`src/rtl/inst_fetch_bridge.sv`:
```
// Instruction-fetch responder: assembles a 32-bit little-endian word from four byte reads of a synchronous byte memory.
// Latency: 6 cycles on a miss, 1 cycle on a hit in the one-entry buffer; flush aborts a fetch in RD/WAIT without a ready pulse.
module inst_fetch_bridge #(
  parameter int ADDR_WIDTH = 17,
  parameter bit BUF_EN     = 1'b1
) (
  input  logic                  clk,
  input  logic                  rst,
  input  logic                  if_req,
  input  logic [31:0]           if_addr,
  input  logic                  flush,
  output logic [31:0]           if_inst,
  output logic                  if_ready,
  output logic                  mem_re,
  output logic [ADDR_WIDTH-1:0] mem_addr,
  input  logic [7:0]            mem_rdata
);

  localparam logic [1:0] S_IDLE = 2'd0;
  localparam logic [1:0] S_RD   = 2'd1;
  localparam logic [1:0] S_WAIT = 2'd2;
  localparam logic [1:0] S_DONE = 2'd3;

  logic [1:0]            state;
  logic [1:0]            cnt;
  logic [23:0]           lanes;
  logic [ADDR_WIDTH-1:0] base_addr;
  logic [ADDR_WIDTH-1:0] buf_addr;
  logic [31:0]           buf_data;
  logic                  buf_valid;

  logic [ADDR_WIDTH-1:0] base;
  logic                  hit;
  logic                  unused_addr_bits;

  assign base = {if_addr[ADDR_WIDTH-1:2], 2'b00};
  assign hit  = BUF_EN && buf_valid && (base == buf_addr);
  assign unused_addr_bits = ^{if_addr[31:ADDR_WIDTH], if_addr[1:0]};

  always_ff @(posedge clk) begin
    if (!rst) begin
      state     <= S_IDLE;
      cnt       <= 2'd0;
      lanes     <= 24'd0;
      base_addr <= '0;
      buf_addr  <= '0;
      buf_data  <= 32'd0;
      buf_valid <= 1'b0;
      if_inst   <= 32'd0;
      if_ready  <= 1'b0;
      mem_re    <= 1'b0;
      mem_addr  <= '0;
    end else begin
      case (state)
        S_IDLE: begin
          if (flush) begin
            state <= S_IDLE;
          end else if (if_req && hit) begin
            if_inst  <= buf_data;
            if_ready <= 1'b1;
            state    <= S_DONE;
          end else if (if_req) begin
            mem_re    <= 1'b1;
            mem_addr  <= base;
            base_addr <= base;
            cnt       <= 2'd0;
            state     <= S_RD;
          end
        end
        S_RD: begin
          if (flush) begin
            mem_re <= 1'b0;
            state  <= S_IDLE;
          end else begin
            mem_addr <= mem_addr + {{(ADDR_WIDTH-1){1'b0}}, 1'b1};
            cnt      <= cnt + 2'd1;
            // Byte for the address issued last cycle arrives now; lane 3 lands in WAIT.
            case (cnt)
              2'd1:    lanes[7:0]   <= mem_rdata;
              2'd2:    lanes[15:8]  <= mem_rdata;
              2'd3:    lanes[23:16] <= mem_rdata;
              default: ;
            endcase
            if (cnt == 2'd3) begin
              mem_re <= 1'b0;
              state  <= S_WAIT;
            end
          end
        end
        S_WAIT: begin
          if (flush) begin
            mem_re <= 1'b0;
            state  <= S_IDLE;
          end else begin
            if_inst   <= {mem_rdata, lanes};
            if_ready  <= 1'b1;
            buf_addr  <= base_addr;
            buf_data  <= {mem_rdata, lanes};
            buf_valid <= BUF_EN;
            state     <= S_DONE;
          end
        end
        default: begin
          if_ready <= 1'b0;
          state    <= S_IDLE;
        end
      endcase
    end
  end

endmodule

```
`config.mk`:
```
export PLATFORM = sky130hd
export DESIGN_NAME = inst_fetch_bridge
export DESIGN_NICKNAME = d
export VERILOG_FILES = /design/src/rtl/inst_fetch_bridge.sv
export SDC_FILE = /design/constraint.sdc
export NUM_CORES = 1
export LEC_CHECK = 0
export CORE_MARGIN = 3
export CORE_UTILIZATION = 25
export CTS_BUF_LIST = sky130_fd_sc_hd__clkbuf_8
export CTS_CLUSTER_SIZE = 8
export DETAILED_ROUTE_END_ITERATION = 7
export HOLD_SLACK_MARGIN = 0.05
export PLACE_DENSITY = 0.43
export SETUP_SLACK_MARGIN = 0.05
export SYNTH_ARGS = -nofsm -noshare
export SYNTH_HDL_FRONTEND = slang
export SYNTH_SLANG_ARGS = --single-unit
```
`constraint.sdc`:
```
create_clock -name clk -period 3.7 [get_ports clk]
set_input_delay 0.74 -clock clk [delete_from_list [all_inputs] [get_ports clk]]
set_output_delay 0.74 -clock clk [all_outputs]
set_load 0.01 [all_outputs]
```
==> results.py, run 1 <==
metrics = {
    "run_status": {
        "status": "complete, no violations",
    },
    "timing": {
        "skew_ns": 0.01261,
        "fmax_ghz": 0.3593,
        "tightest_slew_ns": 0.8209,
        "fin_worst_hold_slack_ns": 0.4558,
        "hold_violations": 0,
        "fin_crit_sh_pct": 75.23,
        "fin_crit_ns": 2.784,
        "slew_headroom_pct": 45.27,
        "setup_viol": 0,
        "grt_setup_unrepaired": "false",
        "fin_setup_tns_ns": 0,
        "slew_violations": 0,
    },
    "clock_network": {
        "htree_levels": 4,
        "post_cts_buffers": 0,
        "cts_sinks": 142,
        "clk_pin_slew_ns": 0.08,
        "insertion_delay_ns": 0.46,
        "cts_tree": "done",
        "ctsLongestPathBuffers": 2,
        "cts-root-buf": "clkbuf_8",
        "cts_hold_buf": 0,
        "cts-buffers-inserted": 17,
        "postCtsResizedCells": 0,
    },
    "pwr": {
        "swShare_pct": 28.90,
        "leakagePower_nw": 2.512,
        "internal-power_mw": 2.219,
        "pwr-share-seq_pct": 50.7,
        "powerDensity_nw_per_um2": 399.8,
        "peakVddDrop_mv": 0.1633,
        "p_sw_mw": 0.9020,
        "combPwrFrac_pct": 12.4,
        "p_clk_share_pct": 36.9,
    },
    "global_routing": {
        "grt_pass1_wl_um": 29870,
        "overflow": 0,
        "track_usage_pct": 13.56,
        "grt_max_degree": 49,
        "antenna_found_initial": 1,
        "grt_pass1_vias": 5212,
    },
    "worst_setup_path": {
        "cp-start-kind": "input pin",
        "worstSetupPathType": "in -> reg",
        "crit_required_ns": 4.04,
        "crit_arrival_ns": 3.13,
        "cp_max_fo": 32,
        "crit_path_end_kind": "flip-flop",
    },
    "synth": {
        "yosysTopAreaCellShare_pct": 44.45,
        "avgSynthCellArea_um2": 8.665,
        "yosys_warnings": 0,
        "synth_ff_type": "dfxtp_1",
        "synth-seq-area-share_pct": 44.45,
        "synthMuxAreaShare_pct": 3.678,
        "synthTopCellsByCount": "150 x nand2_1, 142 x dfxtp_1, 89 x a21oi_1, 40 x clkbuf_1",
        "ys_seq_elements": 142,
        "synth_compound_area_share_pct": 22.68,
        "synth_fa_ha_area_share_pct": 1.565,
        "synth_top_family_by_area": "compound AO/OA/AOI/OAI gates",
        "synth_area_um2": 6395,
        "ys_top_cells_by_area": "dfxtp_1 44%, nand2_1 8.8%, a21oi_1 7.0%",
        "synth.distinct_cells": 57,
        "synth_most_common_cell": "nand2_1",
        "post_synth_inst_count": 738,
        "synth_area_leader_cell": "dfxtp_1",
        "synthXorXnorAreaFrac_pct": 2.054,
        "synthesis.nets": 790,
        "synth-async-reset-ratio_pct": 0,
        "synth-edff-count": 0,
        "yosys.area_share.simple_pct": 20.62,
    },
    "cells_and_area": {
        "drive_above_1_share_pct": 9.317,
        "fin_area_um2": 7806,
        "num-nets-final": 845,
        "multi_input_area_um2": 3251,
        "register_area_um2": 2843,
        "area_growth_pct": 22.07,
        "n_antenna_cell": 0,
        "fin_util_pct": 31.54,
        "n_fill_cell": 2662,
    },
    "drt": {
        "viasPerCell": 4.732,
        "ant_nets": 0,
        "vias": 5342,
        "dr.pass1.iters": 4,
        "drt-total-wl_um": 18580,
        "routedWlPerCell_um": 16.46,
        "drcViolationCount": 0,
        "drt_iter0_drc": 317,
    },
    "placed_design": {
        "dpl.hpwl_um": 12200,
        "postPlaceCellArea_um2": 7456,
        "gp_congestion": 0.7555,
        "portBuffers": 77,
    },
    "floorplan": {
        "die_area_um2": 27530,
        "rows": 57,
        "die_h_um": 165.9,
        "fp.dieW_um": 165.9,
        "core_um2": 24750,
        "io_pins": 95,
        "start_util_pct": 25.84,
    },
    "min_path": {
        "hold_path_class": "reg -> reg",
    },
    "flow_run": {
        "drv_cap": 0,
    },
}
==> kinds of logic after synthesis <==
kind of cell | after synthesis
AO/OA/AOI/OAI | 200
XOR/XNOR | 15
multiplexers | 23
adder cells (fa/ha/maj) | 8
AND/OR/NAND/NOR | 283
buffers and inverters | 67
flip-flops | 142
==> registers in the layout, indices dropped and copies added (netlist names) <==
signal and cells:
state 2, buf_addr 15, base_addr 15, mem_re 1, buf_valid 1, buf_data 32, if_ready 1, cnt 2
lanes 24, mem_addr 17, if_inst 32
==> power groups by stage <==
stage          clock, mW  sequential, mW  combinational [mW]
2_1_floorplan          0            1.62               0.236
3_3_place_gp           0            1.62               0.395
3_5_place_dp           0            1.62               0.393
4_1_cts             1.20            1.58               0.395
5_1_grt             1.26            1.59               0.427
6_report            1.15            1.58               0.387
==> cells in the final DEF (no fill, tap or decap), types with 3 or more instances in the layout <==
cell type,netlist,routed
a21oi_1,89,89
nor2b_1,5,4
nor2_1,34,33
clkinvlp_4,0,4
ha_1,8,7
dfxtp_1,142,142
o21ai_0,17,17
o31a_1,32,32
clkbuf_8,0,19
nand3_1,32,32
o221a_1,29,29
nor4_1,3,3
a21o_1,6,6
xnor2_1,15,15
nand2_1,150,150
buf_4,1,16
inv_1,7,7
clkinv_4,0,3
mux2i_1,19,19
a211oi_2,3,3
o221a_2,4,4
nand4_1,8,8
clkinv_2,0,4
clkdlybuf4s50_1,0,76
mux2_2,4,4
nand2b_1,34,33
==> per-stage QoR <==
step / cells / setup WS (ns) / power (mW)
floorplan: 738 / 1.374 / 1.855
global placement: 1098 / 0.4265 / 2.014
detailed placement: 1098 / 0.4143 / 2.011
CTS: 1129 / 0.9136 / 3.179
global route: 1129 / 0.8177 / 3.273
finish: 1129 / 0.9164 / 3.121
==> worst paths after layout <==
check	endpoint	slack [ns]	start	cells past startpoint
min reg2reg	buf_addr[5]	0.46	base_addr[5]	2
max reg2reg	mem_addr[11]	1.31	state[1]	8
max	if_inst[1]	0.92	if_addr[12]	7
min	buf_addr[5]	0.46	base_addr[5]	2
==> layer usage <==
layer	wire (um)	vias up	track usage, %
met1	8868	2499	18.21
met2	8726	105	22.04
met3	697	19	2.785
met5	11	-	0
met4	280	2	4.123
li1	-	2717	-
==> worst max-delay path, stage by stage <==
cell and delay [ns]:
clkdlybuf4s50_1 0.56, xnor2_1 0.14, nand4_1 0.24, or4_4 0.64
o21ai_4 0.19, nand2b_4 0.27, o221a_1 0.32
==> cell type report <==
cell class,count,share of cell area [%]
Inverter,8,0.4007
Timing Repair Buffer,95,11.86
Clock inverter,12,1.138
Multi-Input combinational cell,529,41.64
Sequential cell,142,36.42
Clock buffer,19,3.350
Tap cell,324,5.193
Power figures use the tool's default switching activity.
==> inputs of run 2 (changes only) <==
- clock period: 3.7 -> 2.6 ns (I/O delays scaled with it)
==> results.py, run 2 (synthesis results as in run 1) <==
metrics = {
    "run_status": {
        "status": "complete, no violations",
    },
    "cells_and_area": {
        "area_growth_pct": 27.35,
        "drive_above_1_share_pct": 12.75,
        "register_area_um2": 2843,
        "n_antenna_cell": 0,
        "n_fill_cell": 2641,
        "multi_input_area_um2": 3251,
        "reg.largest.list": "buf_data (32), if_inst (32), lanes (24)",
        "layout_commonest_cell": "nand2_1",
        "fin_util_pct": 32.91,
        "num-nets-final": 878,
        "mostFrequentLayoutCells": "150 x nand2_1, 142 x dfxtp_1, 89 x a21oi_1",
    },
    "placed_design": {
        "gp_congestion": 0.7399,
        "portBuffers": 77,
        "dp_slack_ns": -0.3037,
        "dpl.hpwl_um": 12990,
    },
    "drt": {
        "drt_iter0_drc": 340,
        "ant_nets": 0,
        "vias": 5463,
        "drcViolationCount": 0,
        "dr.pass1.iters": 5,
        "routedWlPerCell_um": 16.33,
        "viasPerCell": 4.697,
        "drt-total-wl_um": 18990,
    },
    "global_routing": {
        "grt_max_degree": 46,
        "overflow": 0,
        "gr-usage-met1_pct": 17.81,
        "track_usage_pct": 13.63,
        "antenna_found_initial": 1,
        "gr-max-usage-layer": "met2",
        "grt_use_met2_pct": 22.71,
        "grt_pass1_wl_um": 30200,
        "use_met3_pct": 3.333,
        "grt_pass1_vias": 5403,
    },
    "pwr": {
        "power_mw": 4.700,
        "powerDensity_nw_per_um2": 577.1,
        "leakagePower_nw": 2.722,
        "peakVddDrop_mv": 0.2537,
    },
    "clock_network": {
        "cts-root-buf": "clkbuf_8",
        "cts_tree": "done",
        "cts-buffers-inserted": 17,
        "clk_pin_slew_ns": 0.08,
        "cts_hold_buf": 0,
        "cts_sinks": 142,
        "insertion_delay_ns": 0.46,
        "post_cts_buffers": 0,
        "ctsLongestPathBuffers": 2,
        "postCtsResizedCells": 0,
        "htree_levels": 4,
    },
    "worst_setup_path": {
        "cp_max_fo": 24,
        "crit_required_ns": 2.92,
        "cp-start-kind": "input pin",
        "crit_path_end_kind": "flip-flop",
        "rrSetupSlack_ns": 0.39,
        "crit_arrival_ns": 2.77,
        "worstSetupPathType": "in -> reg",
    },
    "timing": {
        "slew_headroom_pct": 64.97,
        "skew_ns": 0.02079,
        "hold_violations": 0,
        "tightest_slew_ns": 0.5254,
        "setup_viol": 0,
        "slew_violations": 0,
        "grt_setup_unrepaired": "false",
        "fin_crit_sh_pct": 94.30,
        "fmax_ghz": 0.4079,
        "fin_crit_ns": 2.452,
        "fin_worst_hold_slack_ns": 0.4576,
        "setup_slack_ns": 0.1482,
    },
    "floorplan": {
        "io_pins": 95,
        "rows": 57,
        "fp.dieW_um": 165.9,
        "die_area_um2": 27530,
        "core_um2": 24750,
        "start_util_pct": 25.84,
        "die_h_um": 165.9,
    },
    "min_path": {
        "hold_path_class": "reg -> reg",
    },
    "flow_run": {
        "drv_cap": 0,
    },
}
## run 2: cell types whose count changed in the layout (fill, tap and decap cells not counted), moves of 3 or more
cell      delta
clkinv_2     -3
buf_12       +3
buf_4       +30
inv_6        +4
## run 2: power breakdown
| part | internal [mW] | leakage, nW | total [mW] | switching, mW |
|---|---|---|---|---|
| Clock | 0.898 | 0.206 | 1.85 | 0.952 |
| Combinational | 0.273 | 1.37 | 0.599 | 0.326 |
| Sequential | 2.21 | 1.15 | 2.25 | 0.0377 |
## run 2: final cells by class
type	count	share of cell area (%)
Multi-Input combinational cell	529	39.91
Timing Repair Buffer	128	14.87
Inverter	8	0.3841
Clock buffer	18	3.042
Sequential cell	142	34.91
Clock inverter	14	1.905
Tap cell	324	4.978
## run 2: stage by stage
stage | cells | TNS [ns] | cell area (um2)
floorplan | 738 | 0 | 6395
global placement | 1131 | -13.28 | 7741
detailed placement | 1131 | -12.65 | 7741
CTS | 1163 | 0 | 8144
global route | 1163 | 0 | 8144
finish | 1163 | 0 | 8144
## run 2: worst paths after layout
kind,start,end,depth (start not counted)
max reg2reg,state[0],mem_addr[5],7
min,buf_data[0],buf_data[0],2
max,if_addr[14],mem_addr[5],8
min reg2reg,buf_data[0],buf_data[0],2
## run 2: worst max-delay path, cell delays in order
cell and delay [ns]:
clkdlybuf4s50_1 0.54, xnor2_1 0.15, nand4_1 0.13, buf_4 0.18
or4_4 0.55, a21o_2 0.39, a21oi_1 0.24, a211oi_2 0.06
## run 2: per-layer routing
layer  vias up  wire, um  share of wire, %
met4         2       231               1.2
met1      2583      9070                48
li1       2779         -                 -
met2        87      9031                48
met3        12       644               3.4
met5         -         9             0.047
==> inputs of run 3 (changes only) <==
- CORE_UTILIZATION: 25 -> 31
- PLACE_DENSITY: 0.43 -> 0.51
==> results.py, run 3 (synthesis results as in run 1) <==
metrics = {
    "run_status": {
        "status": "complete, no violations",
    },
    "global_routing": {
        "track_usage_pct": 16.69,
        "grt_pass1_vias": 5607,
        "grt_pass1_wl_um": 29210,
        "overflow": 0,
        "antenna_found_initial": 0,
        "grt_max_degree": 66,
    },
    "pwr": {
        "combPwrFrac_pct": 13.0,
        "internal-power_mw": 3.286,
        "leakagePower_nw": 2.693,
        "peakVddDrop_mv": 0.3316,
        "p_sw_mw": 1.285,
        "powerDensity_nw_per_um2": 569.8,
        "p_clk_share_pct": 37.7,
        "pwr-share-seq_pct": 49.3,
        "swShare_pct": 28.12,
    },
    "floorplan": {
        "rows": 51,
        "die_area_um2": 22390,
        "fp.dieW_um": 149.6,
        "start_util_pct": 32.22,
        "die_h_um": 149.6,
        "io_pins": 95,
        "core_um2": 19850,
    },
    "worst_setup_path": {
        "worstSetupPathType": "in -> reg",
        "critical-path-slowest-cell": "or4_4",
        "cp_max_fo": 23,
        "regToRegStartpoint": "buf_addr[12]",
        "crit_start": "if_addr[12]",
        "cp-start-kind": "input pin",
        "crit_path_end_kind": "flip-flop",
        "crit_required_ns": 2.99,
        "crit_buf_inv": 2,
        "crit_arrival_ns": 2.80,
        "worstPathCellList": "clkdlybuf4s50_1 -> xnor2_1 -> nand4_1 -> or4_4 -> a21o_2 -> buf_4 -> o21ai_0",
        "crit_family": "simple AND/OR/NAND/NOR gates",
        "slowest_delay_ns": 0.63,
    },
    "placed_design": {
        "portBuffers": 77,
        "gp_congestion": 0.8445,
        "dp_slack_ns": -0.2820,
        "dpl.hpwl_um": 12530,
    },
    "min_path": {
        "hold_path_class": "reg -> reg",
        "hp-start": "base_addr[11]",
    },
    "drt": {
        "vias": 5674,
        "drt_iter0_drc": 313,
        "ant_nets": 0,
        "drt-total-wl_um": 18160,
        "routedWlPerCell_um": 16.51,
        "dr.pass1.iters": 6,
        "viasPerCell": 5.158,
        "drcViolationCount": 0,
    },
    "timing": {
        "slew_violations": 0,
        "hold_violations": 0,
        "tightest_slew_ns": 0.7934,
        "setup_slack_ns": 0.1855,
        "skew_ns": 0.01408,
        "slew_headroom_pct": 47.03,
        "fin_setup_tns_ns": 0,
        "fin_crit_ns": 2.415,
        "fmax_ghz": 0.4142,
        "grt_setup_unrepaired": "false",
        "setup_viol": 0,
        "fin_worst_hold_slack_ns": 0.4564,
        "fin_crit_sh_pct": 92.87,
    },
    "cells_and_area": {
        "fin_util_pct": 40.43,
        "layout_commonest_cell": "nand2_1",
        "n_antenna_cell": 0,
        "mostFrequentLayoutCells": "150 x nand2_1, 142 x dfxtp_1, 89 x a21oi_1",
        "num-nets-final": 875,
        "drive_above_1_share_pct": 12.34,
        "n_fill_cell": 2004,
        "reg.largest.list": "buf_data (32), if_inst (32), lanes (24)",
        "area_growth_pct": 25.45,
    },
    "clock_network": {
        "insertion_delay_ns": 0.46,
        "clk_pin_slew_ns": 0.09,
        "postCtsResizedCells": 0,
        "cts-root-buf": "clkbuf_8",
        "cts_hold_buf": 0,
        "cts-buffers-inserted": 17,
        "ctsLongestPathBuffers": 2,
        "cts_sinks": 142,
        "post_cts_buffers": 0,
        "cts_tree": "done",
        "htree_levels": 4,
    },
    "flow_run": {
        "drv_cap": 0,
    },
}
run 3: worst min-delay path, cell delays in order (launching register included):
cell and delay (ns):
dfxtp_1 0.31, nand2_1 0.05, a21oi_1 0.05
run 3: power by group through the flow:
stage / logic [mW] / registers [mW] / clock network [mW]
6_report: 0.596 / 2.25 / 1.72
3_5_place_dp: 0.599 / 2.30 / 0
4_1_cts: 0.603 / 2.25 / 1.77
3_3_place_gp: 0.591 / 2.30 / 0
5_1_grt: 0.650 / 2.26 / 1.87
2_1_floorplan: 0.336 / 2.30 / 0
run 3: final cells by class:
cell class / count / area, um2 / area share [%]
Inverter: 8 / 30.03 / 0.3743
Multi-Input combinational cell: 529 / 3241 / 40.39
Timing Repair Buffer: 125 / 1201 / 14.97
Sequential cell: 142 / 2843 / 35.43
Tap cell: 265 / 331.6 / 4.133
Clock inverter: 13 / 128.9 / 1.606
Clock buffer: 18 / 247.7 / 3.088
run 3: metrics by stage:
| step | cell area, um2 | std cells | power (mW) |
|---|---|---|---|
| after global routing | 8023 | 1100 | 4.775 |
| after global placement | 7646 | 1069 | 2.892 |
| after CTS | 8023 | 1100 | 4.627 |
| final | 8023 | 1100 | 4.571 |
| after floorplan | 6395 | 738 | 2.639 |
| after detailed placement | 7646 | 1069 | 2.901 |
run 3: per-layer routing:
| metal | part of all wire, % | track usage (%) | up-vias |
|---|---|---|---|
| met4 | 1.9 | 5.584 | 0 |
| met1 | 44 | 20.54 | 2734 |
| met3 | 5.7 | 4.452 | 24 |
| li1 | - | - | 2775 |
| met5 | 0 | 0 | - |
| met2 | 49 | 28.35 | 141 |
run 3: worst paths after layout:
path	end	slack, ns	cells past startpoint
setup / recovery	mem_addr[1]	0.19	7
hold / removal	buf_addr[11]	0.46	2
setup reg to reg	mem_addr[1]	0.39	6
hold reg to reg	buf_addr[11]	0.46	2
